**src/rtl/regfile_wb_arbiter.sv**
```systemverilog
// Write-back arbiter: collects results from NUM_SRC execution sources and grants
// up to two distinct-register writes per cycle onto the register file's two write
// ports. Grants are round-robin from rr_ptr. Port outputs are registered.
module regfile_wb_arbiter #(
  parameter int unsigned NUM_SRC = 4,
  parameter int unsigned CNT_W   = 16
) (
  input  logic                    clk,
  input  logic                    rst,
  input  logic [NUM_SRC-1:0]      req_valid,
  output logic [NUM_SRC-1:0]      req_ready,
  input  logic [NUM_SRC*5-1:0]    req_addr,
  input  logic [NUM_SRC*32-1:0]   req_data,
  output logic                    we1,
  output logic [4:0]              waddr1,
  output logic [31:0]             wdata1,
  output logic                    we2,
  output logic [4:0]              waddr2,
  output logic [31:0]             wdata2,
  output logic [CNT_W-1:0]        stall_cnt
);

  localparam int unsigned AW    = 5;
  localparam int unsigned DW    = 32;
  localparam int unsigned PTR_W = (NUM_SRC > 1) ? $clog2(NUM_SRC) : 1;

  logic [PTR_W-1:0] rr_ptr;

  logic [AW-1:0]    addr_arr [NUM_SRC];
  logic [DW-1:0]    data_arr [NUM_SRC];

  logic             a_found_c;
  logic             b_found_c;
  logic [PTR_W-1:0] a_idx_c;
  logic [PTR_W-1:0] b_idx_c;
  logic [AW-1:0]    a_addr_c;
  logic [PTR_W-1:0] scan_idx_c;
  logic [AW-1:0]    scan_addr_c;
  logic [NUM_SRC-1:0] grant_c;
  logic [NUM_SRC-1:0] block_c;
  logic             stall_c;

  // Next round-robin position after a given source index.
  function automatic logic [PTR_W-1:0] ptr_inc(input logic [PTR_W-1:0] idx);
    return PTR_W'((32'(idx) + 32'd1) % NUM_SRC);
  endfunction

  // Per-source unpacking plus ready/blocked decode.
  for (genvar g = 0; g < NUM_SRC; g++) begin : g_src
    assign addr_arr[g] = req_addr[g*AW +: AW];
    assign data_arr[g] = req_data[g*DW +: DW];
    assign grant_c[g]  = req_valid[g] && !rst &&
                         ((addr_arr[g] == '0) ||
                          (a_found_c && (a_idx_c == PTR_W'(g))) ||
                          (b_found_c && (b_idx_c == PTR_W'(g))));
    assign block_c[g]  = req_valid[g] && (addr_arr[g] != '0) && !grant_c[g];
  end

  assign req_ready = grant_c;
  assign stall_c   = (|block_c) && !rst;

  // Scan from rr_ptr: slot A is the first nonzero request, slot B the next one
  // with a different destination, so the two ports never collide.
  always_comb begin
    a_found_c   = 1'b0;
    b_found_c   = 1'b0;
    a_idx_c     = '0;
    b_idx_c     = '0;
    a_addr_c    = '0;
    scan_idx_c  = '0;
    scan_addr_c = '0;
    for (int unsigned k = 0; k < NUM_SRC; k++) begin
      scan_idx_c  = PTR_W'((32'(rr_ptr) + k) % NUM_SRC);
      scan_addr_c = addr_arr[scan_idx_c];
      if (req_valid[scan_idx_c] && (scan_addr_c != '0)) begin
        if (!a_found_c) begin
          a_found_c = 1'b1;
          a_idx_c   = scan_idx_c;
          a_addr_c  = scan_addr_c;
        end else if (!b_found_c && (scan_addr_c != a_addr_c)) begin
          b_found_c = 1'b1;
          b_idx_c   = scan_idx_c;
        end
      end
    end
  end

  // Register granted writes, advance the pointer and count stalled cycles.
  always_ff @(posedge clk) begin
    if (rst) begin
      we1       <= 1'b0;
      waddr1    <= '0;
      wdata1    <= '0;
      we2       <= 1'b0;
      waddr2    <= '0;
      wdata2    <= '0;
      rr_ptr    <= '0;
      stall_cnt <= '0;
    end else begin
      we1 <= a_found_c;
      we2 <= b_found_c;
      if (a_found_c) begin
        waddr1 <= a_addr_c;
        wdata1 <= data_arr[a_idx_c];
      end
      if (b_found_c) begin
        waddr2 <= addr_arr[b_idx_c];
        wdata2 <= data_arr[b_idx_c];
      end
      if (b_found_c) begin
        rr_ptr <= ptr_inc(b_idx_c);
      end else if (a_found_c) begin
        rr_ptr <= ptr_inc(a_idx_c);
      end
      if (stall_c && (stall_cnt != '1)) begin
        stall_cnt <= stall_cnt + CNT_W'(1);
      end
    end
  end

endmodule

```
**config.mk**
```make
export PLATFORM = sky130hd
export DESIGN_NAME = regfile_wb_arbiter
export DESIGN_NICKNAME = d
export VERILOG_FILES = /design/src/rtl/regfile_wb_arbiter.sv
export SDC_FILE = /design/constraint.sdc
export NUM_CORES = 1
export LEC_CHECK = 0
export ABC_AREA = 0
export CELL_PAD_IN_SITES_DETAIL_PLACEMENT = 0
export CELL_PAD_IN_SITES_GLOBAL_PLACEMENT = 1
export CORE_ASPECT_RATIO = 2
export CORE_MARGIN = 1.5
export CORE_UTILIZATION = 34
export CTS_BUF_LIST = sky130_fd_sc_hd__clkbuf_8 sky130_fd_sc_hd__clkbuf_16
export DETAILED_ROUTE_END_ITERATION = 6
export HOLD_SLACK_MARGIN = 0.15
export PLACE_DENSITY_LB_ADDON = 0.2
export SLEW_MARGIN = 30
export SYNTH_ARGS = -nofsm -noshare
export SYNTH_HDL_FRONTEND = slang
export SYNTH_SLANG_ARGS = --single-unit
```
**constraint.sdc**
```tcl
create_clock -name clk -period 7.7 [get_ports clk]
set_input_delay 1.54 -clock clk [delete_from_list [all_inputs] [get_ports clk]]
set_output_delay 1.54 -clock clk [all_outputs]
set_load 0.05 [all_outputs]
```
==> impl_metrics.env, run 1 <==
export IMPL_ios=250
export IMPL_clock_fmax_mhz=133.4
export IMPL_final_nets=1373
export IMPL_cp_cell_sequence="clkdlybuf4s50_1, mux4_2, or4_4, o21ai_2, inv_2, o41ai_2, xnor2_1, nand4_1, o31ai_4, o311a_2, a21oi_1, nor3b_1, buf_12"
export IMPL_p_comb_frac=0.788
export IMPL_tritoncts="done"
export IMPL_reg2reg_to="stall_cnt[8]$_SDFFE_PP0P_"
export IMPL_overflow=0
export IMPL_slew_headroom=0.4197
export IMPL_crit_path_end="req_ready[2]"
export IMPL_dieArea_um2=23690
export IMPL_start_kind="input pin"
export IMPL_synth_edf_count=0
export IMPL_yosysTopAreaCellShare=0.2436
export IMPL_rr_startpoint="rr_ptr[0]$_SDFFE_PP0P_"
export IMPL_synth_cells=1022
export IMPL_avgSynthCellArea_um2=7.560
export IMPL_fp_dieW_um=109.6
export IMPL_placed_area_um2=10470
export IMPL_yosysWarnings=0
export IMPL_timing_hold_ws_ns=0.4515
export IMPL_crit_type="input pin to output port"
export IMPL_syn_cell_area_um2=7726
export IMPL_yosysMostFrequentCell="nand2_1"
export IMPL_dieHeight_um=216.2
export IMPL_arrival_ns=5.95
export IMPL_yosysTopAreaCell="dfxtp_1"
export IMPL_hold_buffers=0
export IMPL_slowest_stage="mux4_2"
export IMPL_final_area_um2=10750
export IMPL_irDropWorstVdd_mv=0.4852
export IMPL_seq_area_frac_synth=0.2436
export IMPL_synth_common_cells="170 x nand2_1, 99 x nor2_1, 95 x a21oi_1"
export IMPL_grt_max_degree=69
export IMPL_grt_pass1_vias=8492
export IMPL_report_final_slew_viol_count=0
export IMPL_syn_nets=1178
export IMPL_crit_family="compound AO/OA/AOI/OAI gates"
export IMPL_clkTransAtPathRegs_ns=0.06
export IMPL_initial_core_util=0.3487
export IMPL_hp_class="flop to flop"
export IMPL_p_sw_frac=0.5570
export IMPL_cts_buffer_depth=2
export IMPL_coreArea_um2=22160
export IMPL_status="complete, no violations"
export IMPL_numCtsBuffers=9
export IMPL_yosysUniqueCellTypes=76
export IMPL_async_flop_share=0
export IMPL_post_cts_resized=0
export IMPL_antenna_found_initial=1
export IMPL_p_sw_mw=3.275
export IMPL_timing_final_crit_share=0.9732
export IMPL_tightest_slew_ns=0.8485
export IMPL_finalSetupViolations=0
export IMPL_power_leakage_nw=4.094
export IMPL_cts_root_buf="clkbuf_16"
export IMPL_ys_flop_type="dfxtp_1"
export IMPL_crit_fanout=14
export IMPL_row_count=77
export IMPL_period_minus_slack_ns=7.494
export IMPL_n_fill_cell=2264
export IMPL_vias=8669
export IMPL_max_stage_delay_ns=0.62
export IMPL_fin_skew_ns=0.01069
export IMPL_final_util=0.4851
export IMPL_ant_nets=0
export IMPL_drc=0
export IMPL_synth_area_leaders="dfxtp_1 24%, nand2_1 8.3%, a211oi_1 6.9%, mux4_2 6.7%, a21oi_1 6.2%"
export IMPL_viasPerCell=5.783
export IMPL_setup_tns_ns=0
export IMPL_grt_first_pass_wirelength_mm=46.12
export IMPL_clk_latency_ns=0.37
export IMPL_cts_setup_buffers=0
export IMPL_reg2regPathDepth=15
export IMPL_pwr_share_seq=0.135
export IMPL_grt_total_usage=0.2579
export IMPL_critPathRequiredTime_ns=6.16
export IMPL_port_buffers=249
export IMPL_wl_mm=30.83
export IMPL_p_int_mw=2.605
export IMPL_rsz0062_at_grt="false"
export IMPL_crit_start="req_addr[14]"
export IMPL_worst_path_stages=13
export IMPL_drt_initial_drc_count=440
export IMPL_gp_congestion=0.9572
export IMPL_dr_pass1_iters=4
export IMPL_drv_cap=0
export IMPL_end_kind="output port"
export IMPL_synthToLayoutAreaGrowth_pct=39.13
export IMPL_dp_hpwl_mm=22.39
export IMPL_drive_gt1_frac=0.08674
export IMPL_r2r_slack_ns=1.84
export IMPL_power_density_nw_per_um2=547.0
export IMPL_cts_sinks=94
export IMPL_crit_buf_inv=3
export IMPL_final_hold_viol_count=0
export IMPL_wl_per_cell_um=20.56
export IMPL_p_clk_frac=0.076
export IMPL_htreeDepth=3
export IMPL_power_mw=5.880
export IMPL_synth_seq_cells=94
export IMPL_hp_start="waddr2[4]$_SDFFE_PP0P_"
==> metal layers <==
layer,global-route usage,share of wire,vias up
li1,-,-,4144
met1,0.2546,0.35,4117
met2,0.4667,0.53,320
met3,0.06045,0.058,88
met4,0.1632,0.062,0
met5,0,0,-
==> worst register-to-register path: stages (launching register included) <==
cell and delay (ns):
dfxtp_2 0.75, buf_4 0.44, mux4_2 0.62, or4_1 0.49, o21ba_1 0.36, a41oi_2 0.34, xor2_1 0.17, nand4_1 0.17
o31ai_4 0.50, o311ai_4 0.19, buf_4 0.33, a211oi_2 0.39, o31ai_4 0.17, a21oi_1 0.44, a311oi_1 0.16, a41o_1 0.23
==> cells in the final DEF (no fill, tap or decap), types with 6 or more instances in the layout <==
cell               n
o211ai_1           6
mux2i_1           45
mux4_2            23
nand2b_1          22
and3_1            37
nor2_1            99
o2111ai_1          8
nand3_1           21
inv_1             11
nor2b_1           49
a211oi_1          71
mux2_2             8
xnor2_1           12
clkdlybuf4s50_1  244
a21oi_1           95
o21ai_0           12
clkbuf_16          9
nand2_1          170
nor3_1             6
buf_4             29
dfxtp_1           93
a311oi_1          34
==> area by class of cell <==
type                    count  area [um2]  share of cell area
clock buffers               9       225.2             0.02095
diodes                      1       2.502           0.0002328
repair buffers            276        2720              0.2531
clock inverters             7       56.30            0.005238
well taps                 276       345.3             0.03213
multi-input cells         822        5464              0.5083
flip-flops and latches     94        1883              0.1752
inverters                  14       52.55            0.004889
==> how the worst min path moves through the flow <==
stage | cells after the start | slack (ns) | endpoint
after CTS | 2 | 0.46 | waddr2[4]$_SDFFE_PP0P_
after detailed placement | 2 | 0.45 | waddr2[4]$_SDFFE_PP0P_
after global placement | 2 | 0.44 | waddr2[1]$_SDFFE_PP0P_
after global routing | 2 | 0.49 | waddr2[0]$_SDFFE_PP0P_
after floorplan | 2 | 0.67 | waddr2[2]$_SDFFE_PP0P_
final | 2 | 0.45 | waddr2[4]$_SDFFE_PP0P_
==> power by group through the flow <==
stage	sequential (mW)	combinational (mW)	clock, mW
3_5_place_dp	0.805	4.63	0
5_1_grt	0.818	5.04	0.480
2_1_floorplan	1.31	2.86	0
3_3_place_gp	0.801	4.62	0
4_1_cts	0.797	4.65	0.466
6_report	0.795	4.64	0.449
==> metrics by stage <==
step                      instances  setup slack (ns)
after global routing           1499           0.03738
final                          1499            0.2060
after global placement         1482            0.3438
after CTS                      1498            0.2832
after detailed placement       1482            0.3138
after floorplan                1022           0.08340
==> registers in the layout, indices dropped and copies added (netlist names) <==
signal and flops:
waddr1 5, wdata1 32, stall_cnt 16, wdata2 32
rr_ptr 2, waddr2 5, we1 1, we2 1
==> kinds of logic after synthesis <==
| kind of cell | synth area share |
|---|---|
| and+or+nand+nor | 0.2640 |
| DFF | 0.2436 |
| AOI/OAI and AO/OA | 0.2756 |
| muxes | 0.1385 |
| adders and majority gates | 0.003238 |
| xor gates and xnor gates | 0.01927 |
| buffers and inverters | 0.05587 |
(Power assumes the default switching activity.)
==> run 2: changes to the inputs <==
SKIP_LAST_GASP = 1   (was default)
==> results of run 2 <==
The final DEF is identical to that of run 1; final timing and power are the same.
==> edit 1, RTL diff (settings of run 2) <==
Change the parameter `NUM_SRC` from 4 to 2.
--- a/src/rtl/regfile_wb_arbiter.sv
+++ b/src/rtl/regfile_wb_arbiter.sv
@@ -4,3 +4,3 @@
 module regfile_wb_arbiter #(
-  parameter int unsigned NUM_SRC = 4,
+  parameter int unsigned NUM_SRC = 2,
   parameter int unsigned CNT_W   = 16
Ports: changed (resized req_addr, req_data, req_ready and req_valid); port bits go from 250 to 172. No check against the original RTL was run, so the function may have changed too.
==> edit 1 against run 2 <==
Sequential share of layout area increased by 12 points; non-clock buffer count decreased by 98; count of clock-buffer cells in the layout unchanged; setup slack improved by 0.91 ns; largest power group unchanged; sequential cell count decreased by 1; synthesized area decreased by 44%; routed wire length decreased by 55%; highest routed layer unchanged; total power decreased by 72%; cell area decreased by 41%; sequential power decreased by 27%; via count decreased by 49%; critical path type unchanged; clock skew decreased by 0.0048 ns.
==> edit 1: results <==
metrics = {
    "status": {
        "status": "finished, final reports clean",
    },
    "synth": {
        "synth_area_leaders": "dfxtp_1 (43%), mux2i_1 (8.8%), nor2_1 (8.1%)",
        "ys_seq_area_frac": 0.4304,
        "synth_compound_area_frac": 0.2421,
        "synthAdderAreaFrac": 0.005785,
    },
    "pwr": {
        "vdd_drop_max_mv": 0.1265,
    },
    "timing": {
        "finalCritPeriodShare": 0.8545,
        "worst_slew_pin_slew_ns": 0.7585,
        "hold_slack_ns": 0.4980,
    },
    "critical_path": {
        "cp.arrival_ns": 5.04,
        "r2r_start": "rr_ptr",
        "worst_r2r_path_depth": 10,
        "r2r_setup_slack_ns": 4.26,
    },
    "final_layout": {
        "fin_cells": 782,
        "drive_gt1_frac": 0.06181,
        "n_fill_cell": 1208,
    },
    "global_routing": {
        "first_global_vias": 4254,
    },
    "route": {
        "first_pass_iters": 6,
        "drt_wl_total_um": 13890,
        "drtIter0Drc": 376,
    },
    "placed_design": {
        "io_buffers": 171,
        "detailedPlace.worstSlack_ns": 1.072,
        "dp_cells": 767,
        "gp_congestion": 0.8479,
        "hpwl_um": 9922,
    },
    "min_path": {
        "min_to": "waddr2[4]",
    },
}
-- edit 1: cell types whose count changed in the layout (fill, tap and decap cells not counted), moves of 32 or more --
cell,delta
a211oi_1,-32
nor2b_1,-46
clkdlybuf4s50_1,-75
nand2_1,-158
and3_1,-33
a311oi_1,-32
a222oi_1,+32
a21oi_1,-76
-- edit 1: cell type report --
class	count	area (sq um)	share of cell area
multi-input cells	342	2275	0.3559
flip-flops and latches	93	1866	0.2919
repair buffers	178	1759	0.2753
clock buffers	9	225.2	0.03524
well taps	150	187.7	0.02937
clock inverters	5	61.31	0.009593
inverters	4	15.01	0.002349
diodes	1	2.502	0.0003915
-- edit 1: cell families (layout without fill, tap and decap cells) --
kind of cell / count (synthesis) / after routing
simple gates: 161 / 161
compound gates: 136 / 136
flops: 93 / 93
buf+inv: 49 / 196
mux: 40 / 40
xor+xnor: 3 / 3
fa+ha+maj: 2 / 2
other cells: 0 / 1
-- edit 1: report_power, final --
part | switching (mW) | internal (mW) | total (mW)
registers | 0.0440 | 0.536 | 0.580
logic | 0.378 | 0.229 | 0.607
clock network | 0.194 | 0.249 | 0.443
-- edit 1: worst max path at each step --
stage                start            to  cells after the start
6_report       req_addr[8]  req_ready[0]                     12
5_1_grt        req_addr[8]  req_ready[0]                     12
4_1_cts        req_addr[8]  req_ready[0]                     12
3_5_place_dp   req_addr[8]  req_ready[0]                     12
3_3_place_gp   req_addr[8]  req_ready[0]                     12
2_1_floorplan  req_addr[3]  req_ready[1]                     11
-- edit 1: critical path: stages --
cell	delay [ns]
clkdlybuf4s50_1	0.49
or4_4	0.59
o21a_1	0.30
nand2_1	0.17
o21ai_0	0.11
ha_1	0.32
nor3_1	0.21
a21oi_1	0.08
a21oi_2	0.17
a21oi_1	0.06
a21oi_1	0.18
clkdlybuf4s50_1	0.82
-- edit 1: metal layers --
| layer | share of wire | vias to the layer above | GRT usage |
|---|---|---|---|
| met5 | 0 | - | 0 |
| met4 | 0.045 | 0 | 0.1129 |
| met3 | 0.058 | 33 | 0.04986 |
| met2 | 0.53 | 170 | 0.3695 |
| met1 | 0.37 | 2072 | 0.2214 |
| li1 | - | 2128 | - |
==> edit 2, RTL diff (config.mk and constraints of run 2) <==
Made on the original files. Register the output `stall_cnt` once more, cleared by the reset; this adds one clock of latency there. The other outputs are not delayed to match.
--- a/src/rtl/regfile_wb_arbiter.sv
+++ b/src/rtl/regfile_wb_arbiter.sv
@@ -25,2 +25,4 @@
   localparam int unsigned PTR_W = (NUM_SRC > 1) ? $clog2(NUM_SRC) : 1;
+
+  logic [CNT_W-1:0] stall_cnt_s0;
 
@@ -97,3 +99,3 @@
       rr_ptr    <= '0;
-      stall_cnt <= '0;
+      stall_cnt_s0 <= '0;
     end else begin
@@ -114,5 +116,13 @@
       end
-      if (stall_c && (stall_cnt != '1)) begin
-        stall_cnt <= stall_cnt + CNT_W'(1);
+      if (stall_c && (stall_cnt_s0 != '1)) begin
+        stall_cnt_s0 <= stall_cnt_s0 + CNT_W'(1);
       end
+    end
+  end
+
+  always_ff @(posedge clk) begin
+    if (rst) begin
+      stall_cnt <= '0;
+    end else begin
+      stall_cnt <= stall_cnt_s0;
     end
Check against the original RTL: not equivalent (a bounded check fails within 4 cycles, from zero or initial values and one cycle with rst high).
==> edit 2 against run 2 <==
Synthesized area grew 0.86%; final cell count shrank 6.1%; sequential cell count grew 16; cell area grew 0.70%; die area grew 0.85%; fmax grew 0.97%; count of clock-buffer cells in the layout grew 1; total power shrank 5.2%; routed wire length shrank 6.7%; setup slack gained 0.072 ns; critical endpoint is now req_ready[1].
==> edit 2: results <==
metrics = {
    "synth": {
        "synth_area_leaders": "dfxtp_1 (28%), mux2i_1 (9.2%), a211oi_1 (6.7%)",
        "syn-num-nets": 1079,
        "synthTopCellsByCount": "dfxtp_1 (110), nor2_1 (99), a21oi_1 (90)",
        "ys_seq_area_frac": 0.2826,
        "yosysUniqueCellTypes": 70,
    },
    "route": {
        "first_pass_iters": 5,
        "drt_wl_total_um": 28770,
        "drtIter0Drc": 360,
        "num_vias": 7933,
    },
    "critical_path": {
        "cp_slowest_cell": "or4_1",
        "cp-startpoint": "req_addr[15]",
        "slowest_delay_ns": 0.72,
        "cp_max_fo": 9,
    },
    "status": {
        "status": "finished, final reports clean",
    },
    "placed_design": {
        "hpwl_um": 20720,
        "detailedPlace.worstSlack_ns": 0.3203,
        "gp_congestion": 0.9349,
    },
    "timing": {
        "slew_headroom": 0.4041,
        "finClkSkew_ns": 0.01199,
    },
    "global_routing": {
        "grt_pass1_wl_um": 43830,
        "grt_max_degree": 79,
        "first_global_vias": 8057,
        "track_usage": 0.2461,
    },
    "final_layout": {
        "reg_top3": "wdata1: 32 flops, wdata2: 32 flops",
        "nets": 1278,
        "drive_gt1_frac": 0.1100,
        "n_fill_cell": 2256,
    },
    "pwr": {
        "power_leakage_nw": 4.071,
        "sequentialPowerShare": 0.156,
        "power.density_nw_per_um2": 515.2,
        "p_sw_frac": 0.5234,
        "power_combinational_mw": 4.21,
    },
    "min_path": {
        "min_from": "wdata2[24]",
    },
    "clock_network": {
        "clk_pin_slew_worst_paths_ns": 0.08,
    },
}
edit 2: changes by cell type after synthesis, moves of 30 or more:
cell	change
a311oi_1	-31
a211o_1	+33
mux2_2	+31
and2_1	+35
nand2_1	-95
and3_1	-30
nor2b_1	-32
edit 2: cells by family (layout without fill, tap and decap cells):
family | after synthesis | in the layout | share of synthesized area
muxes | 141 | 141 | 0.2259
adders and majority gates | 2 | 2 | 0.003211
buffers and inverters | 86 | 290 | 0.04592
AOI/OAI and AO/OA | 260 | 260 | 0.2309
xor gates and xnor gates | 10 | 10 | 0.01124
and+or+nand+nor | 314 | 314 | 0.2002
DFF | 110 | 110 | 0.2826
edit 2: per-layer routing:
metal / vias to the layer above / track usage / routed length [um]
li1: 3824 / - / -
met1: 3749 / 0.2419 / 9843
met2: 266 / 0.4317 / 14990
met3: 92 / 0.07338 / 1922
met4: 2 / 0.1649 / 1992
met5: - / 0 / 13
edit 2: cell type report:
| cell class | count | share of cell area |
|---|---|---|
| Multi-Input combinational cell | 727 | 0.4888 |
| Timing Repair Buffer | 264 | 0.2445 |
| Inverter | 10 | 0.003468 |
| Tap cell | 280 | 0.03237 |
| Sequential cell | 110 | 0.2036 |
| Clock inverter | 6 | 0.005202 |
| Clock buffer | 10 | 0.02208 |
edit 2: tightest hold or removal path, cell delays in order, from the launching register on:
cell and delay [ns]:
dfxtp_1 0.31, nand2_1 0.05, a21oi_1 0.05
edit 2: final timing paths:
path	cells past startpoint	slack (ns)	to
hold reg to reg	2	0.45	wdata2[24]
setup / recovery	13	0.28	req_ready[1]
setup reg to reg	14	1.71	stall_cnt_s0[15]
hold / removal	2	0.45	wdata2[24]
edit 2: stage by stage:
step,std cells,cell area [sq um]
floorplan,923,7792
global placement,1390,10510
detailed placement,1390,10510
CTS,1406,10800
global route,1407,10820
finish,1407,10820
